`src/rtl/fpu_add_sched.sv`:
```
// fpu_add_sched
// Shares one single-precision adder core between two requesters. Operations
// are granted round-robin, driven to the core from registers, and the core
// result is captured after CORE_LAT cycles. It is then returned on the owning
// requester's response channel. Only one operation is in flight at a time.
//
// Ports
//   clk, rst_n                 clock, asynchronous active-low reset
//   req{0,1}_valid/_ready      request handshake
//   req{0,1}_a/_b/_sub         operands, sub=1 computes a-b
//   core_a/core_b              registered operands to the core (b sign-adjusted)
//   core_res                   core result, valid CORE_LAT cycles after operands
//   rsp{0,1}_valid/_data/_ready response handshake
//   busy                       high whenever the sequencer is not idle
//
// state  | meaning
// S_IDLE | waiting for a request; grant decided combinationally
// S_WAIT | core latency countdown
// S_RESP | result held for the owning requester
module fpu_add_sched #(
    parameter int CORE_LAT = 2
) (
    input  logic        clk,
    input  logic        rst_n,
    input  logic        req0_valid,
    output logic        req0_ready,
    input  logic [31:0] req0_a,
    input  logic [31:0] req0_b,
    input  logic        req0_sub,
    input  logic        req1_valid,
    output logic        req1_ready,
    input  logic [31:0] req1_a,
    input  logic [31:0] req1_b,
    input  logic        req1_sub,
    output logic [31:0] core_a,
    output logic [31:0] core_b,
    input  logic [31:0] core_res,
    output logic        rsp0_valid,
    output logic [31:0] rsp0_data,
    input  logic        rsp0_ready,
    output logic        rsp1_valid,
    output logic [31:0] rsp1_data,
    input  logic        rsp1_ready,
    output logic        busy
);

    typedef enum logic [1:0] {
        S_IDLE = 2'd0,
        S_WAIT = 2'd1,
        S_RESP = 2'd2
    } state_t;

    localparam logic [2:0] LAT_M1 = 3'(CORE_LAT - 1);

    state_t      r_state;
    state_t      w_state_nxt;
    logic        r_prio;
    logic        r_owner;
    logic [2:0]  r_cnt;
    logic [31:0] r_core_a;
    logic [31:0] r_core_b;
    logic        r_rsp0_valid;
    logic        r_rsp1_valid;
    logic [31:0] r_rsp0_data;
    logic [31:0] r_rsp1_data;

    logic        w_grant;
    logic        w_accept;
    logic        w_rsp_take;
    logic        w_cnt_zero;
    logic [31:0] w_sel_a;
    logic [31:0] w_sel_b;
    logic        w_sel_sub;

    // With no contention the lone requester wins; otherwise the pointer decides.
    always_comb begin
        w_grant = r_prio;
        if (req0_valid && !req1_valid) begin
            w_grant = 1'b0;
        end else if (req1_valid && !req0_valid) begin
            w_grant = 1'b1;
        end
    end

    assign w_accept   = (r_state == S_IDLE) && (w_grant ? req1_valid : req0_valid);
    assign w_rsp_take = r_owner ? rsp1_ready : rsp0_ready;
    assign w_cnt_zero = (r_cnt == 3'd0);
    assign w_sel_a    = w_grant ? req1_a   : req0_a;
    assign w_sel_b    = w_grant ? req1_b   : req0_b;
    assign w_sel_sub  = w_grant ? req1_sub : req0_sub;

    always_ff @(posedge clk or negedge rst_n) begin
        if (!rst_n) begin
            r_state <= S_IDLE;
        end else begin
            r_state <= w_state_nxt;
        end
    end

    always_comb begin
        w_state_nxt = r_state;
        req0_ready  = 1'b0;
        req1_ready  = 1'b0;
        case (r_state)
            S_IDLE: begin
                req0_ready = !w_grant;
                req1_ready = w_grant;
                if (w_accept) begin
                    w_state_nxt = S_WAIT;
                end
            end
            S_WAIT: begin
                if (w_cnt_zero) begin
                    w_state_nxt = S_RESP;
                end
            end
            S_RESP: begin
                if (w_rsp_take) begin
                    w_state_nxt = S_IDLE;
                end
            end
            default: w_state_nxt = S_IDLE;
        endcase
    end

    always_ff @(posedge clk or negedge rst_n) begin
        if (!rst_n) begin
            r_prio       <= 1'b0;
            r_owner      <= 1'b0;
            r_cnt        <= 3'd0;
            r_core_a     <= 32'd0;
            r_core_b     <= 32'd0;
            r_rsp0_valid <= 1'b0;
            r_rsp1_valid <= 1'b0;
            r_rsp0_data  <= 32'd0;
            r_rsp1_data  <= 32'd0;
        end else begin
            if (w_accept) begin
                r_core_a <= w_sel_a;
                // Subtract is folded into the operand as a sign flip of B.
                r_core_b <= {w_sel_b[31] ^ w_sel_sub, w_sel_b[30:0]};
                r_owner  <= w_grant;
                r_prio   <= ~w_grant;
                r_cnt    <= LAT_M1;
            end
            if (r_state == S_WAIT) begin
                if (!w_cnt_zero) begin
                    r_cnt <= r_cnt - 3'd1;
                end else if (r_owner) begin
                    r_rsp1_data  <= core_res;
                    r_rsp1_valid <= 1'b1;
                end else begin
                    r_rsp0_data  <= core_res;
                    r_rsp0_valid <= 1'b1;
                end
            end
            if ((r_state == S_RESP) && w_rsp_take) begin
                r_rsp0_valid <= 1'b0;
                r_rsp1_valid <= 1'b0;
            end
        end
    end

    assign core_a     = r_core_a;
    assign core_b     = r_core_b;
    assign rsp0_valid = r_rsp0_valid;
    assign rsp1_valid = r_rsp1_valid;
    assign rsp0_data  = r_rsp0_data;
    assign rsp1_data  = r_rsp1_data;
    assign busy       = (r_state != S_IDLE);

endmodule
```
`config.mk`:
```
export PLATFORM = sky130hd
export DESIGN_NAME = fpu_add_sched
export DESIGN_NICKNAME = d
export VERILOG_FILES = /design/src/rtl/fpu_add_sched.sv
export SDC_FILE = /design/constraint.sdc
export NUM_CORES = 1
export LEC_CHECK = 0
export ABC_AREA = 1
export CORE_MARGIN = 2
export CORE_UTILIZATION = 36
export DETAILED_ROUTE_END_ITERATION = 8
export PLACE_DENSITY = 0.76
export SLEW_MARGIN = 20
export SYNTH_ARGS = -nofsm -noshare
export SYNTH_HDL_FRONTEND = slang
export SYNTH_SLANG_ARGS = --single-unit
```
`constraint.sdc`:
```
create_clock -name clk -period 1.49 [get_ports clk]
set_input_delay 0.447 -clock clk [delete_from_list [all_inputs] [get_ports clk]]
set_output_delay 0.447 -clock clk [all_outputs]
set_load 0.02 [all_outputs]
```
==> results of run 1 <==
==> path summary, 6_finish.rpt <==
path                             from            end  slack [ps]
max reg2reg                    r_prio     core_a[25]         -10
min                        rsp0_valid     rsp0_valid         480
min in group asynchronous       rst_n  rsp0_data[11]         500
max in group asynchronous       rst_n     core_a[18]         460
min reg2reg                rsp0_valid     rsp0_valid         480
max                            r_prio     req1_ready        -250
==> worst reg2reg max path, cell delays in order, from the launching register on <==
cell	delay (ps)
dfrtp_2	450
inv_2	90
nand2_4	70
nand2_4	90
buf_12	250
nor2_8	70
buf_12	170
nand2_1	120
nand3_2	70
==> where the power goes <==
part	total [µW]	switching, µW	internal (µW)
clock	4820	1660	3160
combinational	11200	6720	4490
sequential	6590	1010	5580
==> timing repair <==
action,4_1_cts,5_1_grt
gates cloned,0,11
endpoints found under the setup margin,202,107
setup buffers,3,9
hold buffers,1,0
endpoints found under the hold margin,26,0
resized for setup,550,114
pin swaps,4,59
==> cells in the mapped netlist, drive strengths merged <==
library cell / instances / area (µm²)
ha: 2 / 25.02
o21ai: 66 / 330.3
dfrtp: 137 / 3428
o22ai: 2 / 12.51
xnor2: 1 / 8.760
nor2: 6 / 56.31
a21oi: 2 / 10.01
buf: 33 / 212.7
inv: 46 / 172.7
nand3: 131 / 655.6
nand2: 223 / 849.6
clkbuf: 7 / 26.28
==> through the flow <==
step	std cells	hold slack, ps	worst slack, ps	power [µW]	cell area (µm²)
detailed placement	1159	357.0	-961.6	17710	9211
global placement	1159	358.1	-948.6	17470	9211
CTS	1195	481.7	-272.4	21100	9303
global route	1216	488.1	-297.4	23960	10110
floorplan	656	151.4	-7.103	12230	5838
finish	1216	477.1	-249.2	22620	10110
==> layout make-up <==
cell class / count / area [µm²]
timing repair buffer: 350 / 3134
clock buffer: 19 / 432.9
clock inverter: 13 / 240.2
fill: 1298 / 5718
inverter: 46 / 172.7
tap: 216 / 270.3
antenna: 2 / 5.005
sequential: 137 / 3430
multi-input combinational: 433 / 2425
==> metal layers <==
| metal | up-vias | global-route usage, % | wire, µm |
|---|---|---|---|
| li1 | 2790 | - | - |
| met1 | 2813 | 25.03 | 7985 |
| met2 | 257 | 35.94 | 10580 |
| met3 | 36 | 9.528 | 1944 |
| met4 | 4 | 8.824 | 480 |
| met5 | - | 0 | 27 |
==> state kept, by name, summed over array words and instances, names as in the netlist <==
signal / cells
core_a: 32
rsp0_data: 32
r_prio: 1
r_cnt: 3
rsp1_data: 32
r_state: 2
rsp1_valid: 1
rsp0_valid: 1
core_b: 32
r_owner: 1
==> cells by family (layout without fill, tap and decap cells) <==
| group | Yosys count | count (layout) | share of synthesized area (%) |
|---|---|---|---|
| compound gates | 70 | 70 | 6.096 |
| xor+xnor | 1 | 1 | 0.1513 |
| fa+ha+maj | 2 | 2 | 0.4323 |
| buf+inv | 86 | 428 | 7.112 |
| flops | 137 | 137 | 59.23 |
| other cells | 0 | 2 | 0 |
| simple gates | 360 | 360 | 26.98 |
==> flow_summary.ini, run 1 <==
[run_status]
outcome = finished with violations
violations = negative setup slack

[sta]
hold_viol = 0
setup_ws_ps = -249.2
rsz0062_at_grt = yes
finalSetupViolations = 10
fin_crit_ps = 1739
drv_slew = 0
final.setup_skew_ps = 9.092
tightest_slew_ps = 345.3
fmax_mhz = 575.0
period_share_pct = 116.7
finalSetupTns_ps = -710.6
slew_headroom_pct = 76.98

[global_routing]
grt_remaining_overflow = 0
grt_usage_pct = 21.82
grt_pass1_vias = 5613
grt_pass1_wl_um = 28560
grt_start_max_net_pins = 70
antenna_found_initial = 4

[cts]
clkTransAtPathRegs_ps = 60
numCtsBuffers = 17
cts_buffer_depth = 2
clk_latency_ps = 420
cts_tree = done
cts-root-buf = clkbuf_16
h-tree-depth = 4
cts.sinks = 137

[synthesis]
synth-seq-area-share_pct = 59.23
yosysUniqueCellTypes = 22
yosysWarnings = 0
synth.net_count = 826
synthCells = 656
synth_area_um2 = 5788
ys_seq_elements = 137
postSynthAreaPerCell_um2 = 8.823

[floorplan]
dieWidth_um = 130.8
io_pins = 301
coreArea_um2 = 15830
die_y_um = 130.8
dieArea_um2 = 17110
start_util_pct = 36.57
rows = 46

[power]
power_leakage_uw = 0.004995
powerDensity_nw_per_um2 = 2238
irDropWorstVdd_uv = 1079

[routing]
drt_drc_violations_left = 0
wl_per_cell_um = 17.28
vias_per_cell = 4.852
dr.first_iter.drc_count = 273
ant_nets = 0
totalWireLength_um = 21020
dr.pass1.iters = 4
num_vias = 5900

[finish]
fin_nets = 1155
final_cell_mix = nand2_1 (215), clkdlybuf4s50_1 (164), dfrtp_1 (136), buf_2 (128), nand3_1 (67)
area_delta_synth_final_pct = 74.67
finish.utilization_pct = 63.87
final_common_cell = nand2_1
drive_gt1_share_pct = 30.36

[setup_path]
cp_common_cell = nand2_4
worstSetupStartpointType = flip-flop
slowest_delay_ps = 420
crit_family = flip-flops
worstPathBufferInverterCount = 1
setup.worst_path.end_class = output pin
crit_cells = 5
critPathKind = reg -> out
r2r.worst_path.cells = 8
cp_cell_sequence = nand2_8 -> nand2_4 -> nand2_4 -> nor2_4 -> buf_6
cp_max_fo = 3
cp.arrival_ps = 1290
slowest_stage = dfrtp_2
crit_required_ps = 1040

[min_path]
min_path_cells = 2
hold_path.class = reg -> reg

[placement]
dp_hpwl_um = 13550
gp_congestion = 0.8170
io_buffers = 300

[run]
maxCapViolations = 0
(Power assumes the default switching activity.)
==> run 2, diff against run 1 <==
Settings changed: SKIP_LAST_GASP set to 1.
==> flow_summary.ini, run 2 (synthesized netlist as in run 1, its figures left out) <==
[setup_path]
cp_cell_sequence = nand2_8 -> nand2_4 -> nand2_4 -> nor2_4 -> buf_6
slowest_delay_ps = 420
critPathKind = reg -> out
worstSetupStartpointType = flip-flop
crit_required_ps = 1040
cp.arrival_ps = 1290
setup.worst_path.end_class = output pin
worstPathBufferInverterCount = 1
r2r_slack_ps = -10
cp_max_fo = 3
crit_family = flip-flops
slowest_stage = dfrtp_2
cp_common_cell = nand2_4

[run]
maxCapViolations = 0

[finish]
finish.utilization_pct = 63.72
fin_nets = 1155
area_delta_synth_final_pct = 74.23
drive_gt1_share_pct = 29.86
final_cell_mix = nand2_1 (216), clkdlybuf4s50_1 (164), dfrtp_1 (136), buf_2 (129), nand3_1 (71)
final_common_cell = nand2_1

[routing]
totalWireLength_um = 20980
num_vias = 5916
ant_nets = 0
vias_per_cell = 4.865
drt_drc_violations_left = 0
wl_per_cell_um = 17.25
dr.pass1.iters = 5
dr.first_iter.drc_count = 317

[power]
power_leakage_uw = 0.004988
total_power_uw = 22600
powerDensity_nw_per_um2 = 2241
irDropWorstVdd_uv = 1083

[cts]
clkTransAtPathRegs_ps = 60
clk_latency_ps = 420
cts_buffer_depth = 2
h-tree-depth = 4
cts.sinks = 137
cts_tree = done
cts-root-buf = clkbuf_16
numCtsBuffers = 17

[global_routing]
gr-max-usage-layer = met2
grt_start_max_net_pins = 70
grt_pass1_wl_um = 28560
met1_usage_pct = 25.03
grt_pass1_vias = 5613
use_met3_pct = 9.528
antenna_found_initial = 4
grt_usage_pct = 21.82
grt_use_met2_pct = 35.94
grt_remaining_overflow = 0

[sta]
drv_slew = 0
fmax_mhz = 574.1
fin_crit_ps = 1742
setup_ws_ps = -251.8
slew_headroom_pct = 77.02
hold_viol = 0
period_share_pct = 116.9
final.setup_skew_ps = 10.03
rsz0062_at_grt = yes
tightest_slew_ps = 344.7
finalSetupViolations = 8

[floorplan]
die_y_um = 130.8
coreArea_um2 = 15830
start_util_pct = 36.57
io_pins = 301
dieArea_um2 = 17110
dieWidth_um = 130.8
rows = 46

[run_status]
outcome = finished with violations
violations = negative setup slack

[placement]
dp_hpwl_um = 13550
gp_congestion = 0.8170
io_buffers = 300

[min_path]
hold_path.class = reg -> reg
## run 2: final timing paths
check,start,endpoint,depth (start not counted)
worst max-delay path,r_prio,req1_ready,5
worst min-delay path,rsp1_data[16],rsp1_data[16],2
worst max register to register,r_prio,core_b[0],8
worst min register to register,rsp1_data[16],rsp1_data[16],2
max in group asynchronous,rst_n,core_a[25],3
min in group asynchronous,rst_n,rsp1_data[23],2
## run 2: area by class of cell
| class | count | area (µm²) |
|---|---|---|
| sequential | 137 | 3430 |
| antenna | 2 | 5.005 |
| clock inverter | 13 | 240.2 |
| inverter | 46 | 172.7 |
| timing repair buffer | 350 | 3132 |
| multi-input combinational | 433 | 2402 |
| clock buffer | 19 | 432.9 |
| fill | 1302 | 5743 |
| tap | 216 | 270.3 |
## run 2: metrics by stage
stage                     instance area (µm²)  std cells  hold slack [ps]  setup TNS (ps)  worst slack [ps]
final                                   10080       1216            476.4          -696.3            -251.8
after CTS                                9303       1195            481.7          -711.1            -272.4
after global routing                    10080       1216            488.1           -4168            -297.4
after detailed placement                 9211       1159            357.0          -54050            -961.6
after floorplan                          5838        656            151.4          -7.103            -7.103
after global placement                   9211       1159            358.1          -51840            -948.6
## run 2: worst register-to-register path, stage by stage (launching register included)
cell	delay, ps
dfrtp_2	450
inv_2	90
nand2_4	70
nand2_4	90
buf_12	250
nor2_8	70
buf_12	170
nand2_1	110
nand3_2	70
## run 2: per-layer routing
layer	vias to the layer above	share of wire (%)
met5	-	0.13
met4	4	2.4
met3	39	9.7
met2	268	50
met1	2819	38
li1	2786	-
## run 2: power breakdown
group | total [µW] | internal [µW] | switching, µW
clock network | 4840 | 3160 | 1680
registers | 6590 | 5580 | 1000
logic | 11200 | 4470 | 6690
total | 22600 | 13200 | 9380
## run 2: timing repair
item,4_1_cts,5_1_grt
endpoints found under the hold margin,26,0
pin swaps,4,55
gates cloned,0,11
hold buffers,1,0
setup endpoints to repair,202,107
setup buffers,3,9
gates resized for setup,550,108
